### src/rtl/uart_tx_frame_engine.sv
// UART transmit engine: owns baud timing, frame sequencing and serialisation, with per-frame
// divisor, data length, parity mode and stop-bit count latched at the valid/ready handshake.
module uart_tx_frame_engine #(
    parameter int unsigned  DIV_W  = 16,
    parameter int unsigned  DATA_W = 8,
    localparam int unsigned LEN_W  = $clog2(DATA_W + 1)
) (
    input  logic              clk,
    input  logic              tx_arst_n,
    input  logic              tx_rst_i,
    input  logic              tx_en_i,
    input  logic [DIV_W-1:0]  baud_div_i,
    input  logic [LEN_W-1:0]  cfg_data_len_i,
    input  logic [1:0]        cfg_parity_i,
    input  logic              cfg_stop2_i,
    input  logic [DATA_W-1:0] tx_data_i,
    input  logic              tx_valid_i,
    output logic              tx_ready_o,
    output logic              tx_line_o,
    output logic              bit_tick_o,
    output logic              busy_o,
    output logic              done_o
);

    typedef enum logic [2:0] {StIdle, StStart, StData, StParity, StStop} state_e;

    state_e             state_q, state_d;
    logic [DIV_W-1:0]   cnt_q, cnt_d, div_q;
    logic [DATA_W-1:0]  shift_q, shift_d, data_masked;
    logic [LEN_W-1:0]   len_q, idx_q, idx_d, eff_len;
    logic               par_en_q, par_bit_q, stop2_q;
    logic               stop_second_q, stop_second_d;
    logic               line_q, line_d, busy_q, busy_d, done_q, done_d;
    logic               run, accept, last_stop;

    always_comb begin : cfg_decode
        eff_len = cfg_data_len_i;
        if (cfg_data_len_i == '0 || cfg_data_len_i > LEN_W'(DATA_W)) begin
            eff_len = LEN_W'(DATA_W);
        end
        for (int i = 0; i < DATA_W; i++) begin
            data_masked[i] = tx_data_i[i] & (LEN_W'(i) < eff_len);
        end
    end

    assign run        = tx_en_i & ~tx_rst_i;
    assign bit_tick_o = (state_q != StIdle) && (cnt_q == div_q);
    // Last cycle of the final stop bit: the only mid-frame point where a new word may enter.
    assign last_stop  = (state_q == StStop) && bit_tick_o && (!stop2_q || stop_second_q);
    assign tx_ready_o = run && ((state_q == StIdle) || last_stop);
    assign accept     = tx_valid_i && tx_ready_o;

    always_ff @(posedge clk or negedge tx_arst_n) begin : state_reg
        if (!tx_arst_n) begin
            state_q <= StIdle;
            line_q  <= 1'b1;
            busy_q  <= 1'b0;
            done_q  <= 1'b0;
        end else begin
            state_q <= state_d;
            line_q  <= line_d;
            busy_q  <= busy_d;
            done_q  <= done_d;
        end
    end

    always_comb begin : next_state
        state_d = state_q;
        if (!run) begin
            state_d = StIdle;
        end else if (accept) begin
            state_d = StStart;
        end else if (bit_tick_o) begin
            case (state_q)
                StStart:  state_d = StData;
                StData: begin
                    if (idx_q == len_q - LEN_W'(1)) state_d = par_en_q ? StParity : StStop;
                end
                StParity: state_d = StStop;
                StStop: begin
                    if (last_stop) state_d = StIdle;
                end
                default:  state_d = StIdle;
            endcase
        end
    end

    always_comb begin : datapath_next
        cnt_d         = cnt_q;
        idx_d         = idx_q;
        shift_d       = shift_q;
        stop_second_d = stop_second_q;
        if (!run) begin
            cnt_d         = '0;
            idx_d         = '0;
            stop_second_d = 1'b0;
        end else if (accept) begin
            cnt_d         = '0;
            idx_d         = '0;
            shift_d       = data_masked;
            stop_second_d = 1'b0;
        end else if (bit_tick_o) begin
            cnt_d = '0;
            if (state_q == StData) begin
                idx_d   = idx_q + LEN_W'(1);
                shift_d = shift_q >> 1;
            end
            if (state_q == StStop) stop_second_d = 1'b1;
        end else if (state_q != StIdle) begin
            cnt_d = cnt_q + DIV_W'(1);
        end
    end

    // Line is registered from the next state so it changes on the very edge the bit begins.
    always_comb begin : outputs_next
        case (state_d)
            StStart:  line_d = 1'b0;
            StData:   line_d = shift_d[0];
            StParity: line_d = par_bit_q;
            default:  line_d = 1'b1;
        endcase
        busy_d = (state_d != StIdle);
        done_d = run && last_stop;
    end

    always_ff @(posedge clk or negedge tx_arst_n) begin : datapath_reg
        if (!tx_arst_n) begin
            cnt_q         <= '0;
            idx_q         <= '0;
            shift_q       <= '0;
            stop_second_q <= 1'b0;
            div_q         <= '0;
            len_q         <= '0;
            par_en_q      <= 1'b0;
            par_bit_q     <= 1'b0;
            stop2_q       <= 1'b0;
        end else begin
            cnt_q         <= cnt_d;
            idx_q         <= idx_d;
            shift_q       <= shift_d;
            stop_second_q <= stop_second_d;
            if (accept) begin
                div_q     <= baud_div_i;
                len_q     <= eff_len;
                par_en_q  <= (cfg_parity_i == 2'b01) || (cfg_parity_i == 2'b10);
                par_bit_q <= (^data_masked) ^ (cfg_parity_i == 2'b10);
                stop2_q   <= cfg_stop2_i;
            end
        end
    end

    assign tx_line_o = line_q;
    assign busy_o    = busy_q;
    assign done_o    = done_q;

endmodule

### config.mk
export PLATFORM = sky130hd
export DESIGN_NAME = uart_tx_frame_engine
export DESIGN_NICKNAME = d
export VERILOG_FILES = /design/src/rtl/uart_tx_frame_engine.sv
export SDC_FILE = /design/constraint.sdc
export NUM_CORES = 1
export LEC_CHECK = 0
export ABC_AREA = 1
export CAP_MARGIN = 5
export CORE_UTILIZATION = 50
export DETAILED_ROUTE_END_ITERATION = 7
export PLACE_DENSITY = 0.76
export REMOVE_ABC_BUFFERS = 1
export SLEW_MARGIN = 20
export SYNTH_ARGS = -nofsm -noshare
export SYNTH_HDL_FRONTEND = slang
export SYNTH_SLANG_ARGS = --single-unit
### constraint.sdc
create_clock -name clk -period 1.75 [get_ports clk]
set_input_delay 0.2625 -clock clk [delete_from_list [all_inputs] [get_ports clk]]
set_output_delay 0.2625 -clock clk [all_outputs]
set_load 0.1 [all_outputs]
==> results of run 1 <==
==> logic make-up after synthesis <==
| group | count (synthesis) |
|---|---|
| AND/OR/NAND/NOR | 258 |
| flip-flops | 58 |
| buffers and inverters | 74 |
| XOR/XNOR | 24 |
| adder cells (fa/ha/maj) | 4 |
| AO/OA/AOI/OAI | 51 |
==> final cells by class <==
type	instances	area (um^2)
fillers	351	1240
well taps	77	96.3
flip-flops and latches	58	1450
clock buffers	11	141
repair buffers	153	1390
multi-input cells	337	1870
clock inverters	5	55.1
inverters	66	250
==> synthesized netlist by cell type (4+ instances only) <==
master / count
sky130_fd_sc_hd__nand2_1: 151
sky130_fd_sc_hd__inv_1: 63
sky130_fd_sc_hd__dfrtp_1: 57
sky130_fd_sc_hd__nor2_1: 46
sky130_fd_sc_hd__o21ai_0: 28
sky130_fd_sc_hd__nand3_1: 23
sky130_fd_sc_hd__xnor2_1: 12
sky130_fd_sc_hd__xor2_1: 12
sky130_fd_sc_hd__nor3_1: 8
sky130_fd_sc_hd__a21oi_1: 7
sky130_fd_sc_hd__nand4_1: 7
sky130_fd_sc_hd__o22ai_1: 5
sky130_fd_sc_hd__and2_1: 4
sky130_fd_sc_hd__ha_1: 4
==> worst paths after layout <==
kind,cells past startpoint,to,slack (ps),from
max,10,tx_ready_o,-590,cnt_q[7]
max in group asynchronous,3,tx_line_o,750,tx_arst_n
min in group clk,3,div_q[13],460,baud_div_i[13]
max reg2reg,14,shift_q[2],-480,cnt_q[7]
min reg2reg,2,stop_second_q,520,stop_second_q
min,2,cnt_q[11],410,tx_arst_n
==> power by group through the flow <==
stage / clock (mW) / sequential, mW / combinational, mW
after floorplan: 0 / 1.59 / 0.471
after global placement: 0 / 1.58 / 0.875
after detailed placement: 0 / 1.59 / 0.909
after CTS: 1.26 / 1.57 / 0.991
after global routing: 1.31 / 1.59 / 1.22
final: 1.26 / 1.58 / 1.13
==> cell usage in the layout, fill, tap and decap left out, types with 8 or more instances in the layout <==
cell	synthesis	layout
sky130_fd_sc_hd__buf_4	2	96
sky130_fd_sc_hd__buf_6	2	13
sky130_fd_sc_hd__clkbuf_8	0	10
sky130_fd_sc_hd__clkdlybuf4s50_1	0	34
sky130_fd_sc_hd__dfrtp_1	57	57
sky130_fd_sc_hd__inv_1	63	55
sky130_fd_sc_hd__inv_2	3	10
sky130_fd_sc_hd__nand2_1	151	138
sky130_fd_sc_hd__nand2_2	3	14
sky130_fd_sc_hd__nand3_1	23	15
sky130_fd_sc_hd__nand3_2	1	8
sky130_fd_sc_hd__nor2_1	46	39
sky130_fd_sc_hd__o21ai_0	28	21
sky130_fd_sc_hd__xnor2_1	12	10
sky130_fd_sc_hd__xor2_1	12	12
==> layer usage <==
metal,vias to the layer above,GRT usage [%],wire (um)
met5,-,0,0
met4,0,14.5,557
met3,62,4.03,911
met2,256,50.1,5730
met1,1809,36.0,4490
li1,1786,-,-
==> through the flow <==
step	util [%]	setup TNS [ps]
2_1_floorplan	-	-52080
3_3_place_gp	71.4	-7150
3_5_place_dp	71.4	-9780
4_1_cts	77.8	-12550
5_1_grt	80.8	-25340
6_report	80.8	-23770
==> sequential cells by signal (all words and copies together) (netlist names) <==
name and cells:
done_o 1, stop2_q 1, len_q 4, stop_second_q 1, idx_q 4, busy_o 1
div_q 16, cnt_q 16, state_q 3, par_en_q 1, shift_q 8, par_bit_q 1
tx_line_o 1
==> what timing repair did <==
| item | in CTS | in global routing |
|---|---|---|
| gates resized for setup | 34 | 47 |
| pin swaps | 18 | 17 |
| endpoints found under the hold margin | 18 | 0 |
| hold buffers | 1 | 0 |
| buffers inserted | 7 | 10 |
| gates cloned | 1 | 0 |
| setup endpoints to repair | 59 | 60 |
==> impl_metrics.prom, run 1 <==
# TYPE chip_impl_metric gauge
chip_impl_metric{name="setup_viol",unit=""} 59
chip_impl_metric{name="timing.critical_path.arrival",unit="ps"} 2070
chip_impl_metric{name="async_set_or_reset_register_ratio_after_synthesis",unit="%"} 100
chip_impl_info{name="rsz0062_at_grt",value="true"} 1
chip_impl_metric{name="synth_seq_cells",unit=""} 58
chip_impl_metric{name="num-nets-final",unit=""} 665
chip_impl_metric{name="final_design_area_no_fill",unit="um^2"} 5250
chip_impl_metric{name="total_leakage_power",unit="nW"} 2.56
chip_impl_metric{name="io_pins",unit=""} 41
chip_impl_metric{name="layout_min_cycle_time",unit="ps"} 2340
chip_impl_metric{name="worst-path-max-fanout",unit=""} 2
chip_impl_metric{name="post-route-worst-setup-slack",unit="ps"} -587
chip_impl_metric{name="netSwitchingFraction",unit="%"} 32.3
chip_impl_metric{name="synth-edff-count",unit=""} 0
chip_impl_info{name="hp-class",value="input pin to asynchronous set/reset pin"} 1
chip_impl_metric{name="syn_area_per_cell",unit="um^2"} 7.30
chip_impl_info{name="tritoncts",value="done"} 1
chip_impl_metric{name="post-place-cells",unit=""} 673
chip_impl_metric{name="critical_path.n_buffers_inverters",unit=""} 3
chip_impl_metric{name="post-dp-hpwl",unit="mm"} 6.78
chip_impl_info{name="cts_root_buffer",value="sky130_fd_sc_hd__clkbuf_8"} 1
chip_impl_info{name="violations",value="design-rule violations, negative setup slack"} 1
chip_impl_metric{name="antennaDiodeCount",unit=""} 0
chip_impl_metric{name="initial_core_util",unit="%"} 52.7
chip_impl_metric{name="drt_initial_violations",unit=""} 421
chip_impl_metric{name="worstMarginPinSlew",unit="ps"} 537
chip_impl_metric{name="drive_gt1_share",unit="%"} 31.4
chip_impl_info{name="dominantRegCellSynth",value="sky130_fd_sc_hd__dfrtp_1"} 1
chip_impl_metric{name="largest_voltage_drop_on_the_vdd_net",unit="V"} 0.000599
chip_impl_metric{name="grt-ovfl-total",unit=""} 0
chip_impl_info{name="setup.worst_path.end_class",value="output port"} 1
chip_impl_metric{name="ctsLongestPathBuffers",unit=""} 2
chip_impl_metric{name="synth_fa_ha_area_share",unit="%"} 1.46
chip_impl_metric{name="number_of_global_route_vias_before_repair",unit=""} 3729
chip_impl_metric{name="first_pass_iters",unit=""} 7
chip_impl_metric{name="maxCapViolCount",unit=""} 0
chip_impl_info{name="cp_top_family",value="simple AND/OR/NAND/NOR gates"} 1
chip_impl_metric{name="synth.lib_cells_used.distinct",unit=""} 38
chip_impl_metric{name="routed-via-count",unit=""} 3913
chip_impl_metric{name="synth_simple_gate_area_share",unit="%"} 32.4
chip_impl_info{name="cp_max_stage_cell",value="sky130_fd_sc_hd__dfrtp_1"} 1
chip_impl_metric{name="share_of_the_synthesized_area_in_compound_gates_ao_oa_aoi_oai",unit="%"} 8.69
chip_impl_info{name="crit_path_start_kind",value="flip-flop"} 1
chip_impl_metric{name="syn_inst_count",unit=""} 469
chip_impl_metric{name="antenna_violating_nets_post_route",unit=""} 0
chip_impl_info{name="largest_family_of_logic_cells_by_synthesized_area",value="simple AND/OR/NAND/NOR gates"} 1
chip_impl_metric{name="fp_rows",unit=""} 29
chip_impl_metric{name="slowest_stage_delay_on_critical_path",unit="ps"} 400
chip_impl_metric{name="synthToLayoutAreaGrowth",unit="%"} 53.3
chip_impl_info{name="timing_worst_setup_path_type",value="flip-flop to output port"} 1
chip_impl_metric{name="htree_num_levels",unit=""} 3
chip_impl_metric{name="fmax",unit="MHz"} 428
chip_impl_metric{name="comb_power_share",unit="%"} 28.5
chip_impl_metric{name="maxSlewViolCount",unit=""} 0
chip_impl_metric{name="period_share",unit="%"} 134
chip_impl_metric{name="track_usage",unit="%"} 29.2
chip_impl_metric{name="synth_xor_xnor_area_share",unit="%"} 6.14
chip_impl_metric{name="die_outline_width",unit="um"} 84.8
chip_impl_metric{name="clock_latency_reported_for_the_late_side_of_the_worst_skew_pair",unit="ps"} 350
chip_impl_metric{name="placement.io_buffers",unit=""} 40
chip_impl_metric{name="postPlaceCellArea",unit="um^2"} 4640
chip_impl_metric{name="via_density",unit=""} 5.53
chip_impl_metric{name="yosys_warnings",unit=""} 0
chip_impl_metric{name="synth.yosys.seq_area_share",unit="%"} 42.4
chip_impl_metric{name="cp.required",unit="ps"} 1490
chip_impl_metric{name="overall_power_after_layout",unit="mW"} 3.98
chip_impl_metric{name="hold_slack",unit="ps"} 407
chip_impl_metric{name="die-height",unit="um"} 84.8
chip_impl_info{name="synth_top_cells_by_area",value="sky130_fd_sc_hd__dfrtp_1, sky130_fd_sc_hd__nand2_1, sky130_fd_sc_hd__inv_1, sky130_fd_sc_hd__nor2_1, sky130_fd_sc_hd__o21ai_0"} 1
chip_impl_metric{name="timing.final.hold_violations",unit=""} 0
chip_impl_metric{name="p_int",unit="mW"} 2.69
chip_impl_metric{name="yosys.area.top_type_share",unit="%"} 41.6
chip_impl_metric{name="sequentialPowerShare",unit="%"} 39.8
chip_impl_metric{name="worst_clock_skew",unit="ps"} 11.9
chip_impl_info{name="status",value="finished with violations"} 1
chip_impl_metric{name="dpl_worst_slack",unit="ps"} -513
chip_impl_info{name="critical_path.cell_chain",value="inv_1 > nand2_1 > o21ai_0 > nor2_1 > nand3_1 > nor2_4 > nand3_4 > nand2_4 > buf_6 > buf_12"} 1
chip_impl_metric{name="power_switching",unit="mW"} 1.29
chip_impl_metric{name="number_of_sinks_handled_by_clock_tree_synthesis",unit=""} 58
chip_impl_metric{name="finish.cell_count_without_fillers",unit=""} 707
chip_impl_metric{name="floorplan.die_area",unit="um^2"} 7190
chip_impl_metric{name="finalWirelength",unit="mm"} 11.7
chip_impl_metric{name="post_drt_wl_per_cell",unit="um"} 16.5
chip_impl_metric{name="grt_max_degree",unit=""} 31
chip_impl_metric{name="numCtsBuffers",unit=""} 9
chip_impl_metric{name="remaining_drc_errors",unit=""} 1
chip_impl_metric{name="core-area",unit="um^2"} 6490
chip_impl_metric{name="mux_cell_area_share_after_synthesis",unit="%"} 0
chip_impl_metric{name="power.density_cell_area",unit="nW/um^2"} 758
chip_impl_info{name="synth_area_leader_cell",value="sky130_fd_sc_hd__dfrtp_1"} 1
chip_impl_metric{name="initial_antenna_violation_count",unit=""} 0
chip_impl_metric{name="gpl.final_weighted_congestion",unit=""} 0.884
chip_impl_metric{name="power_frac_clock",unit="%"} 31.7
chip_impl_metric{name="syn_area",unit="um^2"} 3430
chip_impl_metric{name="clk_transition_reported_paths",unit="ps"} 80
chip_impl_metric{name="global_route_wire_length_before_repair",unit="mm"} 16.5
chip_impl_metric{name="slew_margin_rel",unit="%"} 63.9
Power figures use the tool's default switching activity.
==> run 2, diff against run 1 <==
--- a/config.mk
+++ b/config.mk
@@ -9,9 +9,10 @@
 export CAP_MARGIN = 5
 export CORE_UTILIZATION = 50
 export DETAILED_ROUTE_END_ITERATION = 7
-export PLACE_DENSITY = 0.76
+export PLACE_DENSITY = 0.77
 export REMOVE_ABC_BUFFERS = 1
 export SLEW_MARGIN = 20
 export SYNTH_ARGS = -nofsm -noshare
 export SYNTH_HDL_FRONTEND = slang
 export SYNTH_SLANG_ARGS = --single-unit
+export TNS_END_PERCENT = 100
==> impl_metrics.prom, run 2 (same netlist as run 1, synthesis figures left out) <==
# TYPE chip_impl_metric gauge
chip_impl_info{name="status",value="finished with violations"} 1
chip_impl_info{name="violations",value="design-rule violations, negative setup slack"} 1
chip_impl_info{name="leading_cell_types_in_the_layout_fill_and_taps_excluded",value="sky130_fd_sc_hd__nand2_1, sky130_fd_sc_hd__buf_4, sky130_fd_sc_hd__dfrtp_1"} 1
chip_impl_metric{name="via_density",unit=""} 5.46
chip_impl_metric{name="slew_margin_rel",unit="%"} 63.3
chip_impl_metric{name="routed-via-count",unit=""} 3871
chip_impl_info{name="setup.worst_path.end_class",value="output port"} 1
chip_impl_metric{name="htree_num_levels",unit=""} 3
chip_impl_metric{name="initial_core_util",unit="%"} 52.7
chip_impl_metric{name="antennaDiodeCount",unit=""} 0
chip_impl_metric{name="number_of_sinks_handled_by_clock_tree_synthesis",unit=""} 58
chip_impl_info{name="most_used_layer_global_route",value="met2"} 1
chip_impl_metric{name="total_leakage_power",unit="nW"} 2.57
chip_impl_metric{name="timing.critical_path.arrival",unit="ps"} 1910
chip_impl_info{name="tritoncts",value="done"} 1
chip_impl_metric{name="setup_viol",unit=""} 59
chip_impl_info{name="worst_setup_path_startpoint",value="cnt_q[11]"} 1
chip_impl_metric{name="gr-usage-met1",unit="%"} 37.3
chip_impl_metric{name="post-place-cells",unit=""} 668
chip_impl_metric{name="cp.required",unit="ps"} 1490
chip_impl_metric{name="grt-ovfl-total",unit=""} 0
chip_impl_metric{name="num-nets-final",unit=""} 667
chip_impl_info{name="rsz0062_at_grt",value="true"} 1
chip_impl_info{name="timing_worst_setup_path_type",value="flip-flop to output port"} 1
chip_impl_info{name="reg2reg_start",value="cnt_q[11]"} 1
chip_impl_info{name="cts_root_buffer",value="sky130_fd_sc_hd__clkbuf_8"} 1
chip_impl_metric{name="worstMarginPinSlew",unit="ps"} 547
chip_impl_metric{name="largest_voltage_drop_on_the_vdd_net",unit="V"} 0.000632
chip_impl_info{name="path_common_cell",value="sky130_fd_sc_hd__nand2_1"} 1
chip_impl_metric{name="first_pass_iters",unit=""} 7
chip_impl_metric{name="maxSlewViolCount",unit=""} 0
chip_impl_metric{name="placement.io_buffers",unit=""} 40
chip_impl_metric{name="layout.area.seq",unit="um^2"} 1450
chip_impl_metric{name="core-area",unit="um^2"} 6490
chip_impl_metric{name="number_of_global_route_vias_before_repair",unit=""} 3820
chip_impl_info{name="layout.cells.most_common",value="sky130_fd_sc_hd__nand2_1"} 1
chip_impl_info{name="critical_path.cell_chain",value="inv_2 > nand2_1 > nand2_2 > nand2_1 > nor2_1 > nand3_1 > nor2_4 > nand3_4 > nand2_4 > buf_6 > buf_12"} 1
chip_impl_metric{name="antenna_violating_nets_post_route",unit=""} 0
chip_impl_metric{name="grt.met2_usage",unit="%"} 55.6
chip_impl_metric{name="clock_latency_reported_for_the_late_side_of_the_worst_skew_pair",unit="ps"} 350
chip_impl_metric{name="layout_min_cycle_time",unit="ps"} 2180
chip_impl_metric{name="drive_gt1_share",unit="%"} 31.0
chip_impl_info{name="worst_r2r_endpoint",value="tx_line_o"} 1
chip_impl_metric{name="power.density_cell_area",unit="nW/um^2"} 750
chip_impl_metric{name="fmax",unit="MHz"} 460
chip_impl_metric{name="finish.cell_count_without_fillers",unit=""} 709
chip_impl_metric{name="ctsLongestPathBuffers",unit=""} 2
chip_impl_metric{name="track_usage",unit="%"} 31.5
chip_impl_metric{name="grt_max_degree",unit=""} 59
chip_impl_metric{name="io_pins",unit=""} 41
chip_impl_metric{name="worst_clock_skew",unit="ps"} 12.1
chip_impl_metric{name="period_share",unit="%"} 124
chip_impl_metric{name="critical_path.n_buffers_inverters",unit=""} 3
chip_impl_metric{name="hold_slack",unit="ps"} 430
chip_impl_metric{name="post_drt_wl_per_cell",unit="um"} 16.1
chip_impl_metric{name="timing.final.hold_violations",unit=""} 0
chip_impl_metric{name="synthToLayoutAreaGrowth",unit="%"} 52.2
chip_impl_metric{name="reg2reg_depth",unit=""} 17
chip_impl_metric{name="use_met3",unit="%"} 6.19
chip_impl_metric{name="post-route-worst-setup-slack",unit="ps"} -425
chip_impl_metric{name="finalWirelength",unit="mm"} 11.4
chip_impl_metric{name="clk_transition_reported_paths",unit="ps"} 60
chip_impl_metric{name="multiInputGateArea",unit="um^2"} 1860
chip_impl_metric{name="post-dp-hpwl",unit="mm"} 6.73
chip_impl_metric{name="worst-path-max-fanout",unit=""} 3
chip_impl_metric{name="n_fill_cell",unit=""} 376
chip_impl_info{name="hp-class",value="input pin to asynchronous set/reset pin"} 1
chip_impl_info{name="cp_max_stage_cell",value="sky130_fd_sc_hd__dfrtp_1"} 1
chip_impl_metric{name="drt_initial_violations",unit=""} 343
chip_impl_metric{name="numCtsBuffers",unit=""} 9
chip_impl_metric{name="maxCapViolCount",unit=""} 0
chip_impl_info{name="largest_registers",value="cnt_q x16, div_q x16, shift_q x8"} 1
chip_impl_metric{name="reg2reg_slack",unit="ps"} -390
chip_impl_info{name="cp_top_family",value="simple AND/OR/NAND/NOR gates"} 1
chip_impl_metric{name="initial_antenna_violation_count",unit=""} 0
chip_impl_metric{name="remaining_drc_errors",unit=""} 2
chip_impl_info{name="crit_path_start_kind",value="flip-flop"} 1
chip_impl_metric{name="die_outline_width",unit="um"} 84.8
chip_impl_metric{name="fp_rows",unit=""} 29
chip_impl_metric{name="gpl.final_weighted_congestion",unit=""} 0.863
chip_impl_metric{name="global_route_wire_length_before_repair",unit="mm"} 17.4
chip_impl_metric{name="die-height",unit="um"} 84.8
chip_impl_metric{name="floorplan.die_area",unit="um^2"} 7190
chip_impl_metric{name="finalCoreUtilization",unit="%"} 80.3
chip_impl_metric{name="slowest_stage_delay_on_critical_path",unit="ps"} 410
==> run 2: worst max path at each step <==
stage                 end  slack (ps)  cells after the start
3_5_place_dp    par_bit_q        -420                     16
3_3_place_gp    par_bit_q        -270                     16
6_report       tx_ready_o        -430                     11
5_1_grt        shift_q[2]        -550                     15
4_1_cts        tx_ready_o        -400                     11
2_1_floorplan  shift_q[6]       -1060                     13
==> run 2: cell type report <==
type | count | area share, %
multi-input combinational | 337 | 35.6
sequential | 58 | 27.9
timing repair buffer | 155 | 26.3
inverter | 66 | 4.75
clock buffer | 13 | 2.86
tap | 77 | 1.85
clock inverter | 3 | 0.768
==> run 2: tightest hold or removal path, delay by kind of cell <==
| kind | cells | cell delay, ps |
|---|---|---|
| buf+inv | 3 | 910 |
==> run 2: power by group <==
| group | leakage [nW] | internal (mW) | switching (mW) | total (mW) |
|---|---|---|---|---|
| Clock | 0.0974 | 0.693 | 0.540 | 1.23 |
| Combinational | 1.71 | 0.506 | 0.588 | 1.09 |
| Sequential | 0.759 | 1.49 | 0.0928 | 1.58 |
==> run 2: layer usage <==
metal  up-vias  routed length, um
met3        56                805
met2       221               5720
met1      1815               4430
met5         -                  0
met4         0                449
li1       1779                  -
==> run 2: what timing repair did <==
action,4_1_cts,5_1_grt
resized for setup,34,30
endpoints found under the setup margin,59,59
buffers inserted,19,6
pin swaps,14,10
hold buffers,1,0
endpoints found under the hold margin,57,0
cloned,1,0
==> run 2: stage by stage <==
| step | setup slack, ps | power, mW | TNS [ps] | instance area (um^2) |
|---|---|---|---|---|
| global route | -552 | 4.09 | -21720 | 5210 |
| global placement | -266 | 2.45 | -8160 | 4600 |
| CTS | -403 | 3.80 | -13160 | 5110 |
| floorplan | -1060 | 2.06 | -52080 | 3370 |
| detailed placement | -417 | 2.50 | -11750 | 4600 |
| finish | -425 | 3.91 | -14850 | 5210 |
